[src/rtl/ctr_plaintext_packer_pkg.sv]
// Constants and state encoding shared by the plaintext packer and the CTR encryption core,
// so that chunk width and counter stepping always agree.
package ctr_plaintext_packer_pkg;

  localparam int WORD_W    = 128;
  localparam int NUM_WORDS = 8;
  localparam int CHUNK_W   = WORD_W * NUM_WORDS;
  localparam int CTR_STEP  = NUM_WORDS;

  typedef enum logic [1:0] {
    IDLE,
    FILL,
    HOLD
  } state_e;

endpackage

[src/rtl/ctr_iv_advance.sv]
// Combinational counter advance: the IV for the next chunk of a message, modulo 2^W.
module ctr_iv_advance
  import ctr_plaintext_packer_pkg::*;
#(
  parameter int W = WORD_W
) (
  input  logic [W-1:0] iv_i,
  output logic [W-1:0] iv_o
);

  // Overflow past 2^W is dropped on purpose: the counter wraps silently.
  assign iv_o = iv_i + W'(CTR_STEP);

endmodule

[src/rtl/ctr_plaintext_packer.sv]
// Packs a valid/ready stream of plaintext words into MSB-first chunks of NUM_WORDS words,
// capturing key/IV per message and stepping the IV for continuation chunks.
module ctr_plaintext_packer #(
  parameter int WORD_W    = ctr_plaintext_packer_pkg::WORD_W,
  parameter int NUM_WORDS = ctr_plaintext_packer_pkg::NUM_WORDS
) (
  input  logic                        clk,
  input  logic                        rst,
  input  logic                        s_valid,
  output logic                        s_ready,
  input  logic [WORD_W-1:0]           s_data,
  input  logic                        s_last,
  input  logic [255:0]                key_in,
  input  logic [WORD_W-1:0]           iv_in,
  output logic [WORD_W*NUM_WORDS-1:0] plaintext_out,
  output logic [255:0]                key_out,
  output logic [WORD_W-1:0]           iv_out,
  output logic [3:0]                  word_count,
  output logic                        cont,
  output logic                        block_valid,
  input  logic                        block_ready
);
  import ctr_plaintext_packer_pkg::*;

  localparam int FILL_W = 4;

  state_e              state_q, state_d;
  logic [FILL_W-1:0]   fill_q, fill_d;
  logic [255:0]        key_q;
  logic [WORD_W-1:0]   iv_q, iv_step;
  logic [3:0]          count_q;
  logic                cont_q, pend_q, s_ready_q, valid_q;
  logic                beat, done_beat, release_chunk;
  logic [NUM_WORDS-1:0] word_we;

  assign beat          = s_valid && s_ready_q;
  assign done_beat     = beat && (s_last || (fill_q == FILL_W'(NUM_WORDS - 1)));
  assign release_chunk = (state_q == HOLD) && block_ready;

  always_ff @(posedge clk) begin
    if (rst) begin
      state_q   <= IDLE;
      fill_q    <= '0;
      s_ready_q <= 1'b0;
      valid_q   <= 1'b0;
    end else begin
      state_q   <= state_d;
      fill_q    <= fill_d;
      s_ready_q <= (state_d != HOLD);
      valid_q   <= (state_d == HOLD);
    end
  end

  always_comb begin
    state_d = state_q;
    fill_d  = fill_q;
    case (state_q)
      IDLE, FILL: begin
        if (beat) begin
          fill_d  = fill_q + FILL_W'(1);
          state_d = done_beat ? HOLD : FILL;
        end
      end
      HOLD: begin
        if (block_ready) begin
          state_d = IDLE;
          fill_d  = '0;
        end
      end
      default: begin
        state_d = IDLE;
        fill_d  = '0;
      end
    endcase
  end

  ctr_iv_advance #(.W(WORD_W)) u_iv_advance (
    .iv_i (iv_q),
    .iv_o (iv_step)
  );

  // Chunk header: fresh key/IV on a new message, stepped IV on a continuation.
  always_ff @(posedge clk) begin
    if (rst) begin
      key_q   <= '0;
      iv_q    <= '0;
      count_q <= '0;
      cont_q  <= 1'b0;
      pend_q  <= 1'b0;
    end else begin
      if (beat && (state_q == IDLE)) begin
        if (pend_q) begin
          iv_q   <= iv_step;
          cont_q <= 1'b1;
        end else begin
          key_q  <= key_in;
          iv_q   <= iv_in;
          cont_q <= 1'b0;
        end
      end
      if (done_beat) begin
        count_q <= fill_q + FILL_W'(1);
        pend_q  <= !s_last;
      end
    end
  end

  generate
    for (genvar gi = 0; gi < NUM_WORDS; gi++) begin : g_word
      logic [WORD_W-1:0] word_q;

      assign word_we[gi] = beat && (fill_q == FILL_W'(gi));

      always_ff @(posedge clk) begin
        if (rst || release_chunk) begin
          word_q <= '0;
        end else if (word_we[gi]) begin
          word_q <= s_data;
        end
      end

      // Word 0 lands in the most significant slot.
      assign plaintext_out[WORD_W*(NUM_WORDS-gi)-1 -: WORD_W] = word_q;
    end
  endgenerate

  assign s_ready     = s_ready_q;
  assign block_valid = valid_q;
  assign key_out     = key_q;
  assign iv_out      = iv_q;
  assign word_count  = count_q;
  assign cont        = cont_q;

endmodule

[config.mk]
export PLATFORM = sky130hd
export DESIGN_NAME = ctr_plaintext_packer
export DESIGN_NICKNAME = d
export VERILOG_FILES = /design/src/rtl/ctr_plaintext_packer_pkg.sv /design/src/rtl/ctr_iv_advance.sv /design/src/rtl/ctr_plaintext_packer.sv
export SDC_FILE = /design/constraint.sdc
export NUM_CORES = 2
export LEC_CHECK = 0
export CAP_MARGIN = 20
export CORE_AREA = 2 2 764 766
export CTS_BUF_LIST = sky130_fd_sc_hd__clkbuf_16
export DETAILED_ROUTE_END_ITERATION = 16
export DIE_AREA = 0 0 766 768
export PLACE_DENSITY = 0.32
export SLEW_MARGIN = 10
export SYNTH_ARGS = -nofsm -noshare
export SYNTH_HDL_FRONTEND = slang
export SYNTH_HIERARCHICAL = 1
export SYNTH_SLANG_ARGS = --single-unit
[constraint.sdc]
create_clock -name clk -period 6.85 [get_ports clk]
set_clock_uncertainty 0.05 [all_clocks]
set_input_delay 1.37 -clock clk [delete_from_list [all_inputs] [get_ports clk]]
set_output_delay 1.37 -clock clk [all_outputs]
set_load 0.05 [all_outputs]
Word-level counts from Yosys, hierarchy flattened
Index checks and enable logic that the tools add are counted.
{"block": "totals", "register_bits": 1422, "elab_cells": 62, "in_bits": 517, "output_inout_bits": 1415}
{"block": "op_classes", "n_addsub": 2, "n_bitwise": 1, "muxes": 9, "eq_ne": 13, "reduce_logical": 20}
{"op": "128-bit by 4-bit adder with 128-bit output, second input constant", "n": 1}
{"op": "128-bit two-way mux", "n": 1}
{"op": "4-bit by 3-bit == test with 1-bit output, second input constant", "n": 4}
{"op": "1-bit logical AND", "n": 12}
{"op": "4-bit by 2-bit == test with 1-bit output, second input constant", "n": 2}
{"op": "4-bit two-way mux", "n": 2}
{"op": "4-bit case mux with 2 select lines", "n": 1}
{"op": "2-bit two-way mux", "n": 3}
{"op": "2-bit inequality test, second input constant", "n": 3}
{"op": "4-bit by 1-bit adder with 4-bit output, second input constant", "n": 1}
{"op": "2-bit == test, second input constant", "n": 2}
{"op": "4-bit by 1-bit == test with 1-bit output, second input constant", "n": 1}
{"op": "4-bit logical NOT", "n": 1}
{"op": "2-bit case mux with 2 select lines", "n": 1}
{"op": "2-bit AND reduction", "n": 2}
{"op": "2-bit by 1-bit == test with 1-bit output, second input constant", "n": 1}
{"op": "2-bit logical NOT", "n": 1}
{"op": "1-bit logical OR", "n": 2}
{"op": "2-bit OR reduction", "n": 1}
{"op": "1-bit logical NOT", "n": 1}
{"op": "1-bit two-way mux", "n": 1}
{"op": "1-bit NOT", "n": 1}

Logic depth before layout (Yosys ltp)
{"block": "depth", "word_depth": 7, "ltp_mapped": 9, "ltp_nobuf": 8}

Hierarchy
The synthesis kept the hierarchy.
{"module": "ctr_plaintext_packer", "seq_area_each_um2": 28467.3, "cells_each": 6617, "instances": 1, "area_each_um2": 54808.8}
{"module": "ctr_iv_advance", "seq_area_each_um2": 0.0, "cells_each": 530, "instances": 1, "area_each_um2": 3291.9}

Least setup slack after synthesis
OpenSTA, ideal clock, no wires.
{"block": "synth_timing", "path_type": "register to register", "from": "register iv_q[3] (netlist: iv_out[3])", "to": "register iv_q[103] (netlist: iv_out[103])", "slack_ps": 4035, "period_less_slack_ps": 2815, "arrival_ps": 2684, "setup_ps": 81, "path_stages_with_launch": 9, "path_buffers": 0, "t_required_ps": 6719, "cell_sequence": "dfxtp_1 -> ha_1 -> nand3_1 -> nor3_1 -> nand4_1 -> nor4_1 -> xor2_1 -> mux2i_1 -> a211oi_2"}
{"block": "synth_via", "elab_chain_cells": 2}
{"item": "from (decl)", "line_no": "ctr_plaintext_packer.sv:30", "source": "logic [WORD_W-1:0] iv_q, iv_step;"}
{"item": "from (signal assigned)", "line_no": "ctr_plaintext_packer.sv:93", "source": "iv_q <= iv_step;"}
{"item": "from (signal assigned)", "line_no": "ctr_plaintext_packer.sv:97", "source": "iv_q <= iv_in;"}
{"item": "128-bit by 4-bit adder with 128-bit output", "line_no": "ctr_iv_advance.sv:12", "source": "assign iv_o = iv_i + W'(CTR_STEP);"}
{"item": "net iv_step[103]", "line_no": "ctr_plaintext_packer.sv:30"}
{"item": "128-bit two-way mux", "line_no": "ctr_plaintext_packer.sv:92", "source": "if (pend_q) begin"}
The timed path passes the listed nets, and every way through them passes these cells.
A chain may end at the register's enable or synchronous reset.

Worst setup path after layout
{"block": "layout_timing", "from": "register iv_q[3] (netlist: iv_out[3])", "to": "register iv_q[127] (netlist: iv_out[127])"}
The elaborated chain is that of the path after synthesis.

==> impl_metrics.yaml <==
cts:
  clkLatencyLatePin_ns: 0.88
  cts_tree: "built"
  cts_buffers: 205
  cts.clk_slew.worst_paths_ns: 0.06
  clock_sinks: 1422
  post_cts_buffers: 0
  cts_root_buf: "clkbuf_16"
  h-tree-depth: 4
  clockBufferDepth: 4
  cts-resized-gates: 0
  holdBufCountCts: 0
placed_design:
  hpwl_um: 339000
  port_buffers: 1931
  place_congestion: 0.840
synthesis:
  synth-seq-cells: 1422
  synth_cells: 7147
  ys_types: 53
  syn_nets: 7669
  yosysWarnings: 6
  yosys_most_used_dff: "dfxtp_1"
  avgSynthCellArea_um2: 8.13
  synth_edf_count: 0
  ys_async_sr_fraction_pct: 0
  yosysSeqAreaShare_pct: 49.0
  syn_area_um2: 58100
sta:
  drv_slew: 0
  hold_violations: 0
  post-route-min-period_ns: 5.13
  slew_headroom_pct: 17.7
  setup_viol: 0
  worst_slew_pin_slew_ns: 1.23
  period_share_pct: 74.9
  finalSetupTns_ns: 0
  timing.fmax_mhz: 195
  rsz0062_at_grt: "no"
global_routing:
  grt_max_degree: 188
  antenna_found_initial: 101
  grt_overflow: 0
  grt_pass1_vias: 61300
  grt_pass1_wl_um: 609000
  track_usage_pct: 15.0
die:
  row_count: 280
  num_io_pins: 1932
  die_w_um: 766
  die_area_um2: 588000
  core_um2: 580000
  die_h_um: 768
  initial_utilization_pct: 10.0
cells_and_area:
  nets: 9057
  syn_to_final_growth_pct: 57.3
  drive_above_1_share_pct: 6.13
  seq_area_um2: 28500
  final_util_pct: 15.8
  multiInputGateArea_um2: 25900
  fillers: 65900
setup_path:
  endpoint_kind: "register"
  cp_top_family: "simple AND/OR/NAND/NOR gates"
  ff2ff_path_depth: 9
  worstReg2RegEnd: "iv_out[127]$_SDFFE_PP0P_"
  crit_path_start_kind: "register"
  cp_slowest_cell: "nor4_1"
  path_class: "reg -> reg"
  required_ns: 7.60
  cp_cell_sequence: "ha_1 -> nand3_1 -> nor4_2 -> buf_4 -> nand4_1 -> nor4_1 -> xor2_1 -> mux2i_1 -> a211oi_1"
  reg2reg_from: "iv_out[3]$_SDFFE_PP0P_"
  arrival_ns: 5.88
  path_buf_inv: 1
  reg2reg_slack_ns: 1.72
  crit_fanout: 12
  critical_path.max_stage_delay_ns: 1.12
route:
  drt_iter0_drc: 5098
  dr.pass1.iters: 5
  avgRoutedWirePerCell_um: 28.3
  viasPerCell: 3.84
  wl_um: 466000
  drc_errors: 0
  drtAntennaViolNets: 0
  vias: 63200
min_path:
  worst_hold_path_type: "reg -> reg"
  min-delay-start: "cont$_SDFFE_PP0P_"
  hold_end: "cont$_SDFFE_PP0P_"
  hold_depth: 2
run_status:
  status: "completed"
job:
  maxCapViolations: 0
pwr:
  p_per_area_nw_per_um2: 239
  vdd_drop_max_mv: 0.199
  p_leak_uw: 0.0271
[cell usage after synthesis, types with 3 or more instances]
| cell | count | area, µm² |
|---|---|---|
| dfxtp_1 | 1422 | 28500 |
| nand3_1 | 1337 | 6690 |
| a21oi_1 | 1287 | 6440 |
| o21ai_0 | 1059 | 5300 |
| clkbuf_1 | 582 | 2180 |
| o21ai_1 | 222 | 1110 |
| buf_2 | 209 | 1050 |
| nor2_1 | 195 | 732 |
| mux2i_1 | 129 | 1290 |
| buf_1 | 96 | 360 |
| a211oi_1 | 89 | 668 |
| xor2_1 | 87 | 762 |
| nand4_1 | 73 | 457 |
| nand2_1 | 58 | 218 |
| nor3_1 | 56 | 280 |
| nor4_1 | 51 | 319 |
| a211oi_2 | 40 | 500 |
| xnor2_1 | 38 | 333 |
| buf_4 | 23 | 173 |
| inv_1 | 18 | 67.6 |
| and3_1 | 10 | 62.6 |
| nand4_2 | 6 | 75.1 |
| ha_1 | 5 | 62.6 |
| nand2b_1 | 5 | 31.3 |
| nor3_2 | 4 | 40.0 |
| and2_1 | 3 | 18.8 |
| and4_1 | 3 | 26.3 |
| buf_6 | 3 | 33.8 |
| nor2b_1 | 3 | 18.8 |
| nor3b_1 | 3 | 22.5 |
| or4_1 | 3 | 22.5 |
[flip-flops by register name, indices dropped and copies added (netlist names)]
signal	count
fill_q	4
state_q	2
pend_q	1
s_ready	1
key_out	256
g_word.word_q	1024
block_valid	1
word_count	4
iv_out	128
cont	1
[power breakdown]
part | internal (µW) | switching, µW | total [µW]
Sequential | 8470 | 230 | 8700
Combinational | 815 | 1970 | 2780
Clock | 5820 | 4570 | 10400
Total | 15100 | 6770 | 21900
[how the worst max path moves through the flow]
stage / from / endpoint / slack, ns / depth (start not counted)
6_report: iv_out[3]$_SDFFE_PP0P_ / iv_out[127]$_SDFFE_PP0P_ / 1.72 / 9
4_1_cts: iv_out[3]$_SDFFE_PP0P_ / iv_out[127]$_SDFFE_PP0P_ / 1.89 / 9
3_5_place_dp: iv_out[3]$_SDFFE_PP0P_ / iv_out[127]$_SDFFE_PP0P_ / 1.87 / 9
5_1_grt: iv_out[3]$_SDFFE_PP0P_ / iv_out[127]$_SDFFE_PP0P_ / 1.69 / 9
2_1_floorplan: iv_out[3]$_SDFFE_PP0P_ / iv_out[103]$_SDFFE_PP0P_ / 4.03 / 8
3_3_place_gp: iv_out[3]$_SDFFE_PP0P_ / iv_out[127]$_SDFFE_PP0P_ / 1.86 / 9
[stage by stage]
stage               power (µW)  hold slack (ns)  cells  area [µm²]  worst slack [ns]
floorplan                10100            0.435   7147       58100              4.03
global placement         11700            0.396  16100       85100              1.86
detailed placement       11700            0.411  16100       85100              1.87
CTS                      22400            0.421  16400       91300              1.89
global route             22700            0.439  16400       91300              1.69
finish                   21900            0.413  16500       91400              1.72
[cells by family after synthesis]
kind of cell / Yosys count / share of synthesized area (%)
compound gates: 2705 / 24.2
simple gates: 1826 / 15.8
flops: 1422 / 49.0
buf+inv: 933 / 6.67
mux: 131 / 2.26
xor+xnor: 125 / 1.88
fa+ha+maj: 5 / 0.108
[placed cells by master (no fill, tap or decap), types with 6 or more instances in the layout]
cell type,count
xor2_1,87
diode_2,32
buf_12,40
nand4_2,6
clkinv_1,39
o21ai_1,222
clkdlybuf4s50_1,1897
xnor2_1,38
dfxtp_1,1421
nand3_1,1333
nor4_1,49
and3_1,6
clkinv_2,19
mux2i_1,129
a211oi_1,89
nor3_1,56
nor2_1,195
clkbuf_16,207
clkinvlp_4,7
buf_2,17
inv_1,76
o21ai_0,1059
a21oi_1,1287
buf_4,138
nand2_1,58
nand4_1,73
bufinv_16,10
a211oi_2,40
[layout make-up]
| type | count | area share (%) |
|---|---|---|
| timing repair buffer | 2095 | 22.9 |
| antenna | 32 | 0.0876 |
| sequential | 1422 | 31.2 |
| clock buffer | 207 | 5.67 |
| multi-input combinational | 4792 | 28.3 |
| inverter | 19 | 0.0863 |
| clock inverter | 146 | 1.14 |
| tap | 7755 | 10.6 |
[worst reg2reg max path, cell delays in order (launching register included)]
cell,delay [ns]
dfxtp_1,0.67
ha_1,0.35
nand3_1,0.33
nor4_2,0.73
buf_4,0.33
nand4_1,0.92
nor4_1,1.15
xor2_1,0.19
mux2i_1,0.08
a211oi_1,0.25
[metal layers]
metal / vias to the layer above / part of all wire, % / GRT usage, %
met5: - / 0.053 / 0
met4: 40 / 4.3 / 5.62
met3: 502 / 7.2 / 4.11
met2: 2428 / 48 / 25.3
met1: 31800 / 41 / 18.0
li1: 28400 / - / -
No activity file was read; power rests on OpenSTA's default activity.
